`src/rtl/ysyx_22050612_mem_arbiter_if.sv`:
```
// Request/response bundle between the IFU, the LSU, the memory port and the arbiter.
// The slave modport is the arbiter's view; the master modport is the surrounding environment's view.
interface ysyx_22050612_mem_arbiter_if #(
  parameter int ADDR_W = 64,
  parameter int DATA_W = 64
);
  logic              ifu_req_valid;
  logic              ifu_req_ready;
  logic [ADDR_W-1:0] ifu_addr;
  logic              ifu_rsp_valid;
  logic [DATA_W-1:0] ifu_rdata;

  logic                lsu_req_valid;
  logic                lsu_req_ready;
  logic [ADDR_W-1:0]   lsu_addr;
  logic                lsu_wen;
  logic [DATA_W-1:0]   lsu_wdata;
  logic [DATA_W/8-1:0] lsu_wmask;
  logic                lsu_rsp_valid;
  logic [DATA_W-1:0]   lsu_rdata;

  logic rsp_err;

  logic                mem_req_valid;
  logic                mem_req_ready;
  logic [ADDR_W-1:0]   mem_addr;
  logic                mem_wen;
  logic [DATA_W-1:0]   mem_wdata;
  logic [DATA_W/8-1:0] mem_wmask;
  logic                mem_rsp_valid;
  logic [DATA_W-1:0]   mem_rdata;

  modport slave (
    input  ifu_req_valid, ifu_addr,
    input  lsu_req_valid, lsu_addr, lsu_wen, lsu_wdata, lsu_wmask,
    input  mem_req_ready, mem_rsp_valid, mem_rdata,
    output ifu_req_ready, ifu_rsp_valid, ifu_rdata,
    output lsu_req_ready, lsu_rsp_valid, lsu_rdata, rsp_err,
    output mem_req_valid, mem_addr, mem_wen, mem_wdata, mem_wmask
  );

  modport master (
    output ifu_req_valid, ifu_addr,
    output lsu_req_valid, lsu_addr, lsu_wen, lsu_wdata, lsu_wmask,
    output mem_req_ready, mem_rsp_valid, mem_rdata,
    input  ifu_req_ready, ifu_rsp_valid, ifu_rdata,
    input  lsu_req_ready, lsu_rsp_valid, lsu_rdata, rsp_err,
    input  mem_req_valid, mem_addr, mem_wen, mem_wdata, mem_wmask
  );
endinterface

```
`src/rtl/ysyx_22050612_mem_arbiter.sv`:
```
// Round-robin IFU/LSU arbiter for the shared data-memory port, one transaction in flight.
// Grant one cycle after request; requester stalls until mem_req_ready; a hung response times out after TIMEOUT cycles.
module ysyx_22050612_mem_arbiter #(
  parameter int ADDR_W  = 64,
  parameter int DATA_W  = 64,
  parameter int TIMEOUT = 255
) (
  input logic clk,
  input logic rst,
  ysyx_22050612_mem_arbiter_if.slave bus
);
  localparam int CNT_W = (TIMEOUT < 1) ? 1 : $clog2(TIMEOUT + 1);

  typedef enum logic [2:0] {IDLE, REQ_IFU, REQ_LSU, WAIT_IFU, WAIT_LSU} state_t;

  state_t           state, state_nxt;
  logic             last_lsu, last_lsu_nxt;
  logic [CNT_W-1:0] cnt, cnt_nxt;
  logic             timed_out;

  assign timed_out = (cnt == CNT_W'(TIMEOUT));

  always_ff @(posedge clk) begin
    if (rst) begin
      state    <= IDLE;
      last_lsu <= 1'b0;
      cnt      <= '0;
    end else begin
      state    <= state_nxt;
      last_lsu <= last_lsu_nxt;
      cnt      <= cnt_nxt;
    end
  end

  always_comb begin
    state_nxt         = state;
    last_lsu_nxt      = last_lsu;
    cnt_nxt           = cnt;
    bus.ifu_req_ready = 1'b0;
    bus.ifu_rsp_valid = 1'b0;
    bus.ifu_rdata     = {DATA_W{1'b0}};
    bus.lsu_req_ready = 1'b0;
    bus.lsu_rsp_valid = 1'b0;
    bus.lsu_rdata     = {DATA_W{1'b0}};
    bus.rsp_err       = 1'b0;
    bus.mem_req_valid = 1'b0;
    bus.mem_addr      = {ADDR_W{1'b0}};
    bus.mem_wen       = 1'b0;
    bus.mem_wdata     = {DATA_W{1'b0}};
    bus.mem_wmask     = '0;

    case (state)
      IDLE: begin
        // contested grants go to whoever did not win last time
        if (bus.ifu_req_valid && (!bus.lsu_req_valid || last_lsu)) begin
          state_nxt    = REQ_IFU;
          last_lsu_nxt = 1'b0;
        end else if (bus.lsu_req_valid) begin
          state_nxt    = REQ_LSU;
          last_lsu_nxt = 1'b1;
        end
      end
      REQ_IFU: begin
        bus.mem_req_valid = 1'b1;
        bus.mem_addr      = bus.ifu_addr;
        bus.ifu_req_ready = bus.mem_req_ready;
        if (bus.mem_req_ready) begin
          state_nxt = WAIT_IFU;
          cnt_nxt   = '0;
        end
      end
      REQ_LSU: begin
        bus.mem_req_valid = 1'b1;
        bus.mem_addr      = bus.lsu_addr;
        bus.mem_wen       = bus.lsu_wen;
        bus.mem_wdata     = bus.lsu_wdata;
        bus.mem_wmask     = bus.lsu_wmask;
        bus.lsu_req_ready = bus.mem_req_ready;
        if (bus.mem_req_ready) begin
          state_nxt = WAIT_LSU;
          cnt_nxt   = '0;
        end
      end
      WAIT_IFU: begin
        cnt_nxt = cnt + CNT_W'(1);
        if (bus.mem_rsp_valid) begin
          bus.ifu_rsp_valid = 1'b1;
          bus.ifu_rdata     = bus.mem_rdata;
          state_nxt         = IDLE;
        end else if (timed_out) begin
          bus.ifu_rsp_valid = 1'b1;
          bus.rsp_err       = 1'b1;
          state_nxt         = IDLE;
        end
      end
      WAIT_LSU: begin
        cnt_nxt = cnt + CNT_W'(1);
        if (bus.mem_rsp_valid) begin
          bus.lsu_rsp_valid = 1'b1;
          bus.lsu_rdata     = bus.mem_rdata;
          state_nxt         = IDLE;
        end else if (timed_out) begin
          bus.lsu_rsp_valid = 1'b1;
          bus.rsp_err       = 1'b1;
          state_nxt         = IDLE;
        end
      end
      default: state_nxt = IDLE;
    endcase

    // reset silences everything, including a response landing in the reset cycle
    if (rst) begin
      bus.ifu_req_ready = 1'b0;
      bus.ifu_rsp_valid = 1'b0;
      bus.ifu_rdata     = {DATA_W{1'b0}};
      bus.lsu_req_ready = 1'b0;
      bus.lsu_rsp_valid = 1'b0;
      bus.lsu_rdata     = {DATA_W{1'b0}};
      bus.rsp_err       = 1'b0;
      bus.mem_req_valid = 1'b0;
      bus.mem_addr      = {ADDR_W{1'b0}};
      bus.mem_wen       = 1'b0;
      bus.mem_wdata     = {DATA_W{1'b0}};
      bus.mem_wmask     = '0;
    end
  end
endmodule

```
`src/flat_wrapper.sv`:
```
// flat-port wrapper written by rule: the top's interface ports become plain ports
module ysyx_22050612_mem_arbiter_flat 
#(
  parameter int ADDR_W  = 64,
  parameter int DATA_W  = 64,
  parameter int TIMEOUT = 255
)
  (clk, rst, bus_ifu_req_valid, bus_ifu_addr, bus_lsu_req_valid, bus_lsu_addr, bus_lsu_wen, bus_lsu_wdata, bus_lsu_wmask, bus_mem_req_ready, bus_mem_rsp_valid, bus_mem_rdata, bus_ifu_req_ready, bus_ifu_rsp_valid, bus_ifu_rdata, bus_lsu_req_ready, bus_lsu_rsp_valid, bus_lsu_rdata, bus_rsp_err, bus_mem_req_valid, bus_mem_addr, bus_mem_wen, bus_mem_wdata, bus_mem_wmask);
  ysyx_22050612_mem_arbiter_if #(.ADDR_W(ADDR_W), .DATA_W(DATA_W)) bus_i ();
  input logic clk;
  input logic rst;
  input wire logic [$bits(bus_i.ifu_req_valid)-1:0] bus_ifu_req_valid;
  input wire logic [$bits(bus_i.ifu_addr)-1:0] bus_ifu_addr;
  input wire logic [$bits(bus_i.lsu_req_valid)-1:0] bus_lsu_req_valid;
  input wire logic [$bits(bus_i.lsu_addr)-1:0] bus_lsu_addr;
  input wire logic [$bits(bus_i.lsu_wen)-1:0] bus_lsu_wen;
  input wire logic [$bits(bus_i.lsu_wdata)-1:0] bus_lsu_wdata;
  input wire logic [$bits(bus_i.lsu_wmask)-1:0] bus_lsu_wmask;
  input wire logic [$bits(bus_i.mem_req_ready)-1:0] bus_mem_req_ready;
  input wire logic [$bits(bus_i.mem_rsp_valid)-1:0] bus_mem_rsp_valid;
  input wire logic [$bits(bus_i.mem_rdata)-1:0] bus_mem_rdata;
  output wire logic [$bits(bus_i.ifu_req_ready)-1:0] bus_ifu_req_ready;
  output wire logic [$bits(bus_i.ifu_rsp_valid)-1:0] bus_ifu_rsp_valid;
  output wire logic [$bits(bus_i.ifu_rdata)-1:0] bus_ifu_rdata;
  output wire logic [$bits(bus_i.lsu_req_ready)-1:0] bus_lsu_req_ready;
  output wire logic [$bits(bus_i.lsu_rsp_valid)-1:0] bus_lsu_rsp_valid;
  output wire logic [$bits(bus_i.lsu_rdata)-1:0] bus_lsu_rdata;
  output wire logic [$bits(bus_i.rsp_err)-1:0] bus_rsp_err;
  output wire logic [$bits(bus_i.mem_req_valid)-1:0] bus_mem_req_valid;
  output wire logic [$bits(bus_i.mem_addr)-1:0] bus_mem_addr;
  output wire logic [$bits(bus_i.mem_wen)-1:0] bus_mem_wen;
  output wire logic [$bits(bus_i.mem_wdata)-1:0] bus_mem_wdata;
  output wire logic [$bits(bus_i.mem_wmask)-1:0] bus_mem_wmask;
  assign bus_i.ifu_req_valid = bus_ifu_req_valid;
  assign bus_i.ifu_addr = bus_ifu_addr;
  assign bus_i.lsu_req_valid = bus_lsu_req_valid;
  assign bus_i.lsu_addr = bus_lsu_addr;
  assign bus_i.lsu_wen = bus_lsu_wen;
  assign bus_i.lsu_wdata = bus_lsu_wdata;
  assign bus_i.lsu_wmask = bus_lsu_wmask;
  assign bus_i.mem_req_ready = bus_mem_req_ready;
  assign bus_i.mem_rsp_valid = bus_mem_rsp_valid;
  assign bus_i.mem_rdata = bus_mem_rdata;
  assign bus_ifu_req_ready = bus_i.ifu_req_ready;
  assign bus_ifu_rsp_valid = bus_i.ifu_rsp_valid;
  assign bus_ifu_rdata = bus_i.ifu_rdata;
  assign bus_lsu_req_ready = bus_i.lsu_req_ready;
  assign bus_lsu_rsp_valid = bus_i.lsu_rsp_valid;
  assign bus_lsu_rdata = bus_i.lsu_rdata;
  assign bus_rsp_err = bus_i.rsp_err;
  assign bus_mem_req_valid = bus_i.mem_req_valid;
  assign bus_mem_addr = bus_i.mem_addr;
  assign bus_mem_wen = bus_i.mem_wen;
  assign bus_mem_wdata = bus_i.mem_wdata;
  assign bus_mem_wmask = bus_i.mem_wmask;
  ysyx_22050612_mem_arbiter #(.ADDR_W(ADDR_W), .DATA_W(DATA_W), .TIMEOUT(TIMEOUT)) u_core (.clk(clk), .rst(rst), .bus(bus_i));
endmodule
```
`config.mk`:
```
export PLATFORM = sky130hd
export DESIGN_NAME = ysyx_22050612_mem_arbiter_flat
export DESIGN_NICKNAME = d
export VERILOG_FILES = /design/src/rtl/ysyx_22050612_mem_arbiter_if.sv /design/src/rtl/ysyx_22050612_mem_arbiter.sv /design/src/flat_wrapper.sv
export SDC_FILE = /design/constraint.sdc
export NUM_CORES = 1
export LEC_CHECK = 0
export BUFFER_PORTS_ARGS = -buffer_cell sky130_fd_sc_hd__buf_4
export CAP_MARGIN = 20
export CORE_AREA = 2 2 211 213
export CTS_BUF_LIST = sky130_fd_sc_hd__clkbuf_4 sky130_fd_sc_hd__clkbuf_8
export DETAILED_ROUTE_END_ITERATION = 6
export DIE_AREA = 0 0 213 215
export PLACE_DENSITY = 0.31
export SETUP_SLACK_MARGIN = 0.05
export SLEW_MARGIN = 20
export SYNTH_ARGS = -nofsm -noshare
export SYNTH_HDL_FRONTEND = slang
export SYNTH_SLANG_ARGS = --single-unit
```
`constraint.sdc`:
```
create_clock -name clk -period 1.7 [get_ports clk]
set_input_delay 0.085 -clock clk [delete_from_list [all_inputs] [get_ports clk]]
set_output_delay 0.085 -clock clk [all_outputs]
set_load 0.02 [all_outputs]
```
# ---- After elaboration in Yosys (flattened, before gate mapping)
# Cells that the tools add are included.
dict set report word_totals {
  reg_bits 12
  word_cells 64
  output_inout_bits 271
}
dict set report classes {
  muxes 39
  add_sub_neg 1
  reduce_logical 11
  eq_ne 10
}
# op count
set op_table {}
lappend op_table {{2-to-1 mux 64 bit} 8}
lappend op_table {{case mux 64 bit (2 select lines)} 1}
lappend op_table {{2-to-1 mux 8 bit} 3}
lappend op_table {{2-to-1 mux 1 bit} 19}
lappend op_table {{2-to-1 mux 3 bit} 6}
lappend op_table {{case mux 8 bit (2 select lines)} 1}
lappend op_table {{case mux 3 bit (4 select lines)} 1}
lappend op_table {{adder 8 x 1 -> 8 bit (second input constant)} 1}
lappend op_table {{equality test 8 bit (second input constant)} 1}
lappend op_table {{equality test 3 x 2 -> 1 bit (second input constant)} 2}
lappend op_table {{!= test 2 bit (second input constant)} 2}
lappend op_table {{AND reduction 2 bit} 2}
lappend op_table {{AND reduction 4 bit} 1}
lappend op_table {{nonzero test 2 bit} 2}
lappend op_table {{OR reduction 2 bit} 2}
lappend op_table {{equality test 3 x 1 -> 1 bit (second input constant)} 1}
lappend op_table {{equality test 3 bit (second input constant)} 1}
lappend op_table {{logical NOT 3 bit} 1}
lappend op_table {{!= test 3 x 1 -> 1 bit (second input constant)} 1}
lappend op_table {{!= test 3 x 2 -> 1 bit (second input constant)} 1}
lappend op_table {{!= test 2 x 1 -> 1 bit (second input constant)} 1}
lappend op_table {{logical AND 1 bit} 1}
lappend op_table {{logical NOT 1 bit} 1}
lappend op_table {{logical OR 1 bit} 1}

# ---- Logic depth before layout (Yosys ltp)
# Gate-level depths: netlist of the first run.
dict set report logic_depth {
  depth_word 5
  ltp_mapped 6
  depth_no_buf 5
}

# ---- Worst setup path after synthesis of the first run
# Ideal clock, no wire load.
dict set report synth_path {
  path_kind {flip-flop to output port}
  startpoint {reg u_core.state[2]}
  endpoint {out bus_rsp_err}
  arrival_ps 1710
  required_ps 1615
  stages_incl_launch_ff 5
  setup_slack_ps -95
  path_buffers 1
  path_cell_list {dfxtp_1 buf_2 or3b_1 nand2_1 nor4b_1}
}
dict set report synth_via {
  elab_chain_len 4
  elab_cells_between_ends 5
}
# element line_no
set synth_lines {}
lappend synth_lines {{start: declaration} ysyx_22050612_mem_arbiter.sv:16} ;# state_t state, state_nxt;
lappend synth_lines {{start signal: assignment} ysyx_22050612_mem_arbiter.sv:29} ;# state <= state_nxt;
lappend synth_lines {{equality test 3 x 2 -> 1 bit or equality test 3 bit (tied branches)} ysyx_22050612_mem_arbiter.sv:52} ;# case (state)
lappend synth_lines {{OR reduction 2 bit (no source line) (*)} n/a}
lappend synth_lines {{2-to-1 mux 1 bit (*)} n/a}
lappend synth_lines {{2-to-1 mux 1 bit (*)} ysyx_22050612_mem_arbiter.sv:112} ;# if (rst) begin
lappend synth_lines {{end: declaration} flat_wrapper.sv:28} ;# output wire logic [$bits(bus_i.rsp_err)-1:0] bus_rsp_err;
# Every way passes the cells marked *; elsewhere a longest branch is shown, timed or not.

# ---- Final worst setup path of the first run
dict set report layout_path {
  startpoint {reg u_core.state[1]}
  endpoint {out bus_mem_addr[15]}
}
dict set report layout_via {
  elab_chain_len 3
  elab_cells_between_ends 4
}
# element line_no
set layout_lines {}
lappend layout_lines {{equality test 3 x 2 -> 1 bit or equality test 3 x 1 -> 1 bit (tied branches)} ysyx_22050612_mem_arbiter.sv:52}
lappend layout_lines {{case mux 64 bit (2 select lines) (*)} ysyx_22050612_mem_arbiter.sv:52}
lappend layout_lines {{2-to-1 mux 64 bit (*)} ysyx_22050612_mem_arbiter.sv:112}
lappend layout_lines {{end: declaration} flat_wrapper.sv:30} ;# output wire logic [$bits(bus_i.mem_addr)-1:0] bus_mem_addr;
# Marked as above.

==> results of run 1 <==
-- cell usage in the layout, fill, tap and decap left out, types with 4 or more instances in the layout --
cell	instances
dfxtp_4	4
nor2_1	9
buf_16	6
and3_1	55
a21oi_1	7
and2_4	43
buf_4	385
dfxtp_2	5
buf_6	209
xor2_1	4
a22o_1	62
clkbuf_8	4
buf_8	10
buf_12	17
nand2_1	6
clkbuf_16	9
and2_1	33
and3_4	75
-- final timing paths --
kind / startpoint / endpoint / slack [ns] / cells past startpoint
setup / recovery: u_core.state[1] / bus_mem_addr[15] / -0.16 / 6
hold / removal: rst / u_core.last_lsu / 0.17 / 2
setup reg to reg: u_core.state[2] / u_core.state[2] / -0.07 / 7
hold reg to reg: u_core.cnt[6] / u_core.cnt[6] / 0.48 / 2
-- timing repair --
action	CTS	global route
hold endpoints to repair	0	0
endpoints found under the setup margin	260	278
buffers inserted	20	8
cloned	8	11
pin swaps	60	57
gates resized for setup	263	132
-- logic make-up after synthesis --
logic type      after synthesis  share of synthesized area
simple gates                247                     0.5395
xor+xnor                      5                    0.01819
compound gates               89                     0.2644
buf+inv                      56                    0.08473
flops                        12                    0.08518
fa+ha+maj                     2                   0.007985
-- area by class of cell --
cell class              count  share of cell area
inverters                   1           0.0003696
repair buffers            636              0.6030
well taps                 592             0.07292
multi-input cells         343              0.2923
clock buffers               4            0.005420
diodes                      1           0.0002464
flip-flops and latches     12             0.02575
-- state kept, by name, summed over array words and instances, names as in the netlist --
name and flops:
u_core.cnt 8, u_core.last_lsu 1, u_core.state 3
-- per-stage QoR --
step,hold WS (ns),cell area [um2]
floorplan,0.2251,2826
global placement,0.4189,7954
detailed placement,0.4193,7954
CTS,0.1660,9376
global route,0.1815,10150
finish,0.1706,10160
-- where the power goes --
group / switching (mW) / internal, mW
clock: 0.118 / 0.205
sequential: 0.0564 / 0.339
combinational: 2.79 / 3.28
total: 2.96 / 3.82
-- metal layers --
| metal | GRT usage | up-vias |
|---|---|---|
| met5 | 0 | - |
| met3 | 0.03157 | 24 |
| met4 | 0.02424 | 2 |
| met2 | 0.2545 | 362 |
| met1 | 0.1285 | 2751 |
| li1 | - | 2703 |
==> key figures, run 1 <==
Global route
  • GRT overflow: 0
  • First-pass GRT wire length: 42.08 mm
  • Vias in the first global route: approximately 6000
  • Largest net degree at the start of global routing: 87
  • Initial antenna violation count: 4
  • Total Routing Usage GR: 0.1264

Clock tree
  • Root cell of the clock tree: clkbuf_8
  • H-tree levels: 1
  • Later-pin clock latency in the skew report: between 0.2 and 0.25 ns
  • Hold Buf Count CTS: 0
  • Number of buffers created by CTS: 3
  • Clock slew at the register clock pins of the worst setup and hold paths: 0.06 ns
  • Bufs on Longest Clock Path: 2
  • CTS sink count: 12
  • CTS tree: built

Pwr
  • PD cells: 668.0 mW/mm2
  • PnR Total Power: between 6 and 7 mW
  • Peak supply drop: roughly 0.22 mV
  • P_leak: 5.011 nW

Floorplanning
  • IO Count: 542
  • Row count: 77
  • Die area: about 0.046 mm2
  • Die width: around 210 um
  • Core area: 0.04364 mm2
  • Die H: 215 um
  • Starting Density: 0.06462

STA
  • Endpoints failing hold: 0
  • Slew Limit Fails: 0
  • Tmin final: around 1.9 ns
  • Slew Limit Headroom: 0.7569
  • Final worst slack: -0.1596 ns
  • Setup TNS: -22.52 ns
  • Setup violators final: between 200 and 250
  • Worst-margin pin slew: ~0.36 ns
  • RSZ-0062 raised after global routing: true
  • Period utilisation layout: 1.094
  • FMAX: 0.5378 GHz
  • Worst Skew: 0.0009325 ns

Drt
  • WL per Instance: about 21 um
  • Drt total wl: 32.77 mm
  • Routed length on met1: about 11 mm
  • Initial DRC count: 161
  • Routed Antenna Nets: 0
  • Via/cell ratio: 3.677
  • Top Metal Used: met5
  • Met3 wire len: 2.952 mm
  • DRT Pass-1 Iters: 4
  • Via count: about 6000
  • Number of remaining DRC errors: 0
  • Wire length on met2: 17.93 mm

Place
  • Gp weighted congestion: 0.8648
  • DPL Wire Length: 25.51 mm
  • Port-buffer cells: 541
  • Placed cell count: 1542
  • Pre-CTS WS: 0.03952 ns

Synthesis
  • Share of flip-flops with an asynchronous set or reset: 0
  • Post-synth top cells: and3_1 (130), and2_1 (76), a22o_1 (64)
  • Seq cells post-synth: 12
  • Synth Cell Area: 0.002820 mm2
  • Register area share after synthesis: 0.08518
  • Synth cell types: 46
  • Yosys warning total: 0
  • Cells after Synth: 411
  • Largest cells by area after synthesis: and3_1 (29%), a22o_1 (20%), and2_1 (17%)
  • Yosys top cell by area: and3_1
  • Top-area cell type share of the netlist area: 0.2884
  • Commonest register cell after synthesis: dfxtp_1
  • Most common cell in the netlist: and3_1
  • Post-Syn Nets: 683
  • Avg Cell Area, Syn: roughly 7 um2
  • EDFF count, synth: 0

Critical path
  • Slowest-stage cell, CP: dfxtp_4
  • Critical path fanouts, max: 8
  • WP data arrival: 1.77 ns
  • Most Frequent Cell on Critical Path: buf_6
  • Max incr delay on CP: 0.37 ns
  • CP bufs+invs: 4
  • Setup CP Type: register to primary output
  • CP cell instances: buf_4 -> nor4b_2 -> buf_6 -> buf_12 -> a22o_1 -> buf_6
  • Worst EP required: 1.62 ns
  • Startpoint class of the critical path: register
  • Critical path endpoint category: primary output
  • CP top delay family: buffers and inverters

Cells and area
  • Synth-to-layout area growth: 260.2%
  • Final layout net count: 1269
  • Layout cells sized above 1: 0.7952
  • Final Core Density: 0.2327
  • Storage cell area: 261.5 um2
  • Fillcell total: 4856
  • Non-filler cells, final: roughly 1600
  • Multi-input logic area: 0.002969 mm2

Status
  • Failing checks: setup timing
  • Outcome: finished with violations

Worst hold path
  • Worst min path class: input pin to register

Job
  • Max Cap Viol: 0
Power figures use the tool's default switching activity.
==> inputs of run 2 (changes only) <==
--- a/config.mk
+++ b/config.mk
@@ -11,7 +11,6 @@
 export CTS_BUF_LIST = sky130_fd_sc_hd__clkbuf_4 sky130_fd_sc_hd__clkbuf_8
 export DETAILED_ROUTE_END_ITERATION = 6
 export DIE_AREA = 0 0 213 215
-export PLACE_DENSITY = 0.31
 export SETUP_SLACK_MARGIN = 0.05
 export SLEW_MARGIN = 20
 export SYNTH_ARGS = -nofsm -noshare
==> run 2 against run 1 <==
Effect of this change: the flow still finishes with violations (setup timing); critical path depth rose by 2; register-to-register slack got worse by 0.03 ns; maximum frequency is 0.40% lower; sequential share of layout area is 0.10 points higher; routed wire length fell by 12%; hold slack improved by 0.0029 ns; power down 9.1%; largest power group unchanged.
==> key figures, run 2 (synthesis gave the netlist of run 1 again) <==
Cells and area
  • Synth-to-layout area growth: 233.3% (was 260.2%)
  • Commonest non-fill, non-tap cells in the layout: buf_4 (428), buf_6 (146), and2_1 (73) (was buf_4 (385), buf_6 (209), and3_4 (75))
  • Layout cells sized above 1: 0.7318 (was 0.7952)
  • Commonest non-fill, non-tap cell in the layout: buf_4 (unchanged)
  • Top reg by flops: u_core.cnt (unchanged)
  • Final layout net count: 1235 (was 1269)
  • Top Registers: u_core.cnt x8, u_core.state x3, u_core.last_lsu x1 (unchanged)
  • Fillcell total: 4773 (was 4856)
  • Max reg flops: 8 (unchanged)

Critical path
  • Setup CP Type: register to primary output (unchanged)
  • Worst EP required: 1.62 ns (about the same)
  • Critical path fanouts, max: 7 (was 8)
  • Startpoint class of the critical path: register (unchanged)
  • WP data arrival: 1.78 ns (was 1.77 ns)
  • Critical path endpoint category: primary output (unchanged)

Place
  • DPL Wire Length: 20.73 mm (was 25.51 mm)
  • Pre-CTS WS: -0.03928 ns (was 0.03952 ns)
  • Port-buffer cells: 541 (unchanged)
  • Gp weighted congestion: 0.8940 (was 0.8648)

Clock tree
  • Later-pin clock latency in the skew report: 0.24 ns (about the same)
  • CTS sink count: 12 (unchanged)
  • CTS tree: built (unchanged)
  • Bufs on Longest Clock Path: 2 (unchanged)
  • Number of buffers created by CTS: 3 (unchanged)
  • Clock slew at the register clock pins of the worst setup and hold paths: 0.05 ns (was 0.06 ns)
  • Hold Buf Count CTS: 0 (unchanged)
  • Root cell of the clock tree: clkbuf_8 (unchanged)
  • H-tree levels: 1 (unchanged)

STA
  • FMAX: 0.5356 GHz (was 0.5378 GHz)
  • Worst Skew: 0.0005079 ns (was 0.0009325 ns)
  • Slew Limit Headroom: 0.6561 (was 0.7569)
  • Final worst slack: -0.1671 ns (was -0.1596 ns)
  • Worst-margin pin slew: 0.5159 ns (was 0.3647 ns)
  • Period utilisation layout: 1.098 (was 1.094)
  • RSZ-0062 raised after global routing: true (unchanged)
  • Endpoints failing hold: 0 (unchanged)
  • Tmin final: 1.867 ns (was 1.860 ns)
  • Setup violators final: 242 (was 246)
  • Slew Limit Fails: 0 (unchanged)

Drt
  • Drt total wl: 28.89 mm (was 32.77 mm)
  • Via/cell ratio: 3.699 (was 3.677)
  • Routed Antenna Nets: 0 (unchanged)
  • Via count: 5760 (was 5842)
  • DRT Pass-1 Iters: 4 (unchanged)
  • Initial DRC count: 210 (was 161)
  • Number of remaining DRC errors: 0 (unchanged)
  • WL per Instance: 18.55 um (was 20.62 um)

Pwr
  • PnR Total Power: 6.169 mW (was 6.785 mW)
  • P_leak: 4.729 nW (was 5.011 nW)
  • Peak supply drop: 0.3654 mV (was 0.2183 mV)
  • PD cells: 656.3 mW/mm2 (was 668.0 mW/mm2)

Global route
  • Vias in the first global route: 5739 (was 6032)
  • GRT overflow: 0 (unchanged)
  • First-pass GRT wire length: 36.39 mm (was 42.08 mm)
  • Total Routing Usage GR: 0.1084 (was 0.1264)
  • Largest net degree at the start of global routing: 129 (was 87)
  • Initial antenna violation count: 6 (was 4)

Job
  • Max Cap Viol: 0 (unchanged)

Floorplanning
  • IO Count: 542 (unchanged)
  • Core area: 0.04364 mm2 (unchanged)
  • Die H: 215 um (unchanged)
  • Die area: 0.04580 mm2 (unchanged)
  • Die width: 213 um (unchanged)
  • Row count: 77 (unchanged)
  • Starting Density: 0.06462 (unchanged)

Status
  • Failing checks: setup timing (unchanged)
  • Outcome: finished with violations (unchanged)

Worst hold path
  • Worst min path class: input pin to register (unchanged)
[run 2: changes by cell type in the layout (fill, tap and decap cells not counted), moves of 3 or more]
cell,before,now
buf_6,209,146
buf_4,385,428
and2_1,33,73
and2_4,43,3
buf_8,10,0
and3_1,55,64
and3_4,75,66
clkbuf_16,9,1
buf_16,6,13
dfxtp_1,3,7
buf_12,17,14
[run 2: cell type report]
class	instances	area (um2)	area share
repair buffers	602	5520	0.5873
multi-input cells	343	2820	0.3001
well taps	592	740.7	0.07881
flip-flops and latches	12	251.5	0.02676
clock buffers	4	55.05	0.005857
diodes	3	7.507	0.0007987
inverters	1	3.754	0.0003994
[run 2: timing repair]
action / 4_1_cts / 5_1_grt
pin swaps: 15 / 77
gates cloned: 14 / 1
resized for setup: 142 / 128
setup endpoints to repair: 272 / 279
buffers inserted: 21 / 1
[run 2: power by group]
group | switching, mW | internal, mW | total (mW) | leakage (nW)
combinational | 2.69 | 2.80 | 5.49 | 4.60
sequential | 0.0355 | 0.332 | 0.368 | 0.100
clock | 0.104 | 0.205 | 0.309 | 0.0288
total | 2.83 | 3.34 | 6.17 | 4.73
[run 2: worst paths after layout]
path         slack (ns)         endpoint            start  cells past startpoint
max               -0.17  bus_mem_addr[3]  u_core.state[2]                      8
min                0.17  u_core.state[2]              rst                      2
max reg2reg       -0.10  u_core.state[2]  u_core.state[2]                      7
min reg2reg        0.51    u_core.cnt[6]    u_core.cnt[6]                      2
[run 2: worst max-delay path: stages, from the launching register on]
cell     delay, ns
dfxtp_4       0.34
buf_6         0.12
nor4b_4       0.25
buf_6         0.16
buf_12        0.11
buf_12        0.13
buf_16        0.14
a22o_1        0.15
buf_6         0.12
[run 2: metrics by stage]
step | instances | hold slack (ns) | instance area (um2) | utilization | TNS (ns)
CTS | 1555 | 0.1747 | 8879 | 0.2034 | -19.53
global placement | 1516 | 0.4021 | 7696 | 0.1763 | 0
floorplan | 411 | 0.2251 | 2826 | - | 0
finish | 1557 | 0.1736 | 9399 | 0.2154 | -18.24
global route | 1557 | 0.1870 | 9399 | 0.2154 | -35.19
detailed placement | 1516 | 0.4167 | 7696 | 0.1763 | -0.5942
[run 2: layer usage]
metal	GRT usage	share of wire	routed length [um]	vias to the layer above
met2	0.2103	0.52	14920	418
met1	0.1173	0.36	10430	2669
li1	-	-	-	2632
met5	0	0.00031	9	-
met4	0.03776	0.034	974	2
met3	0.01549	0.088	2550	39
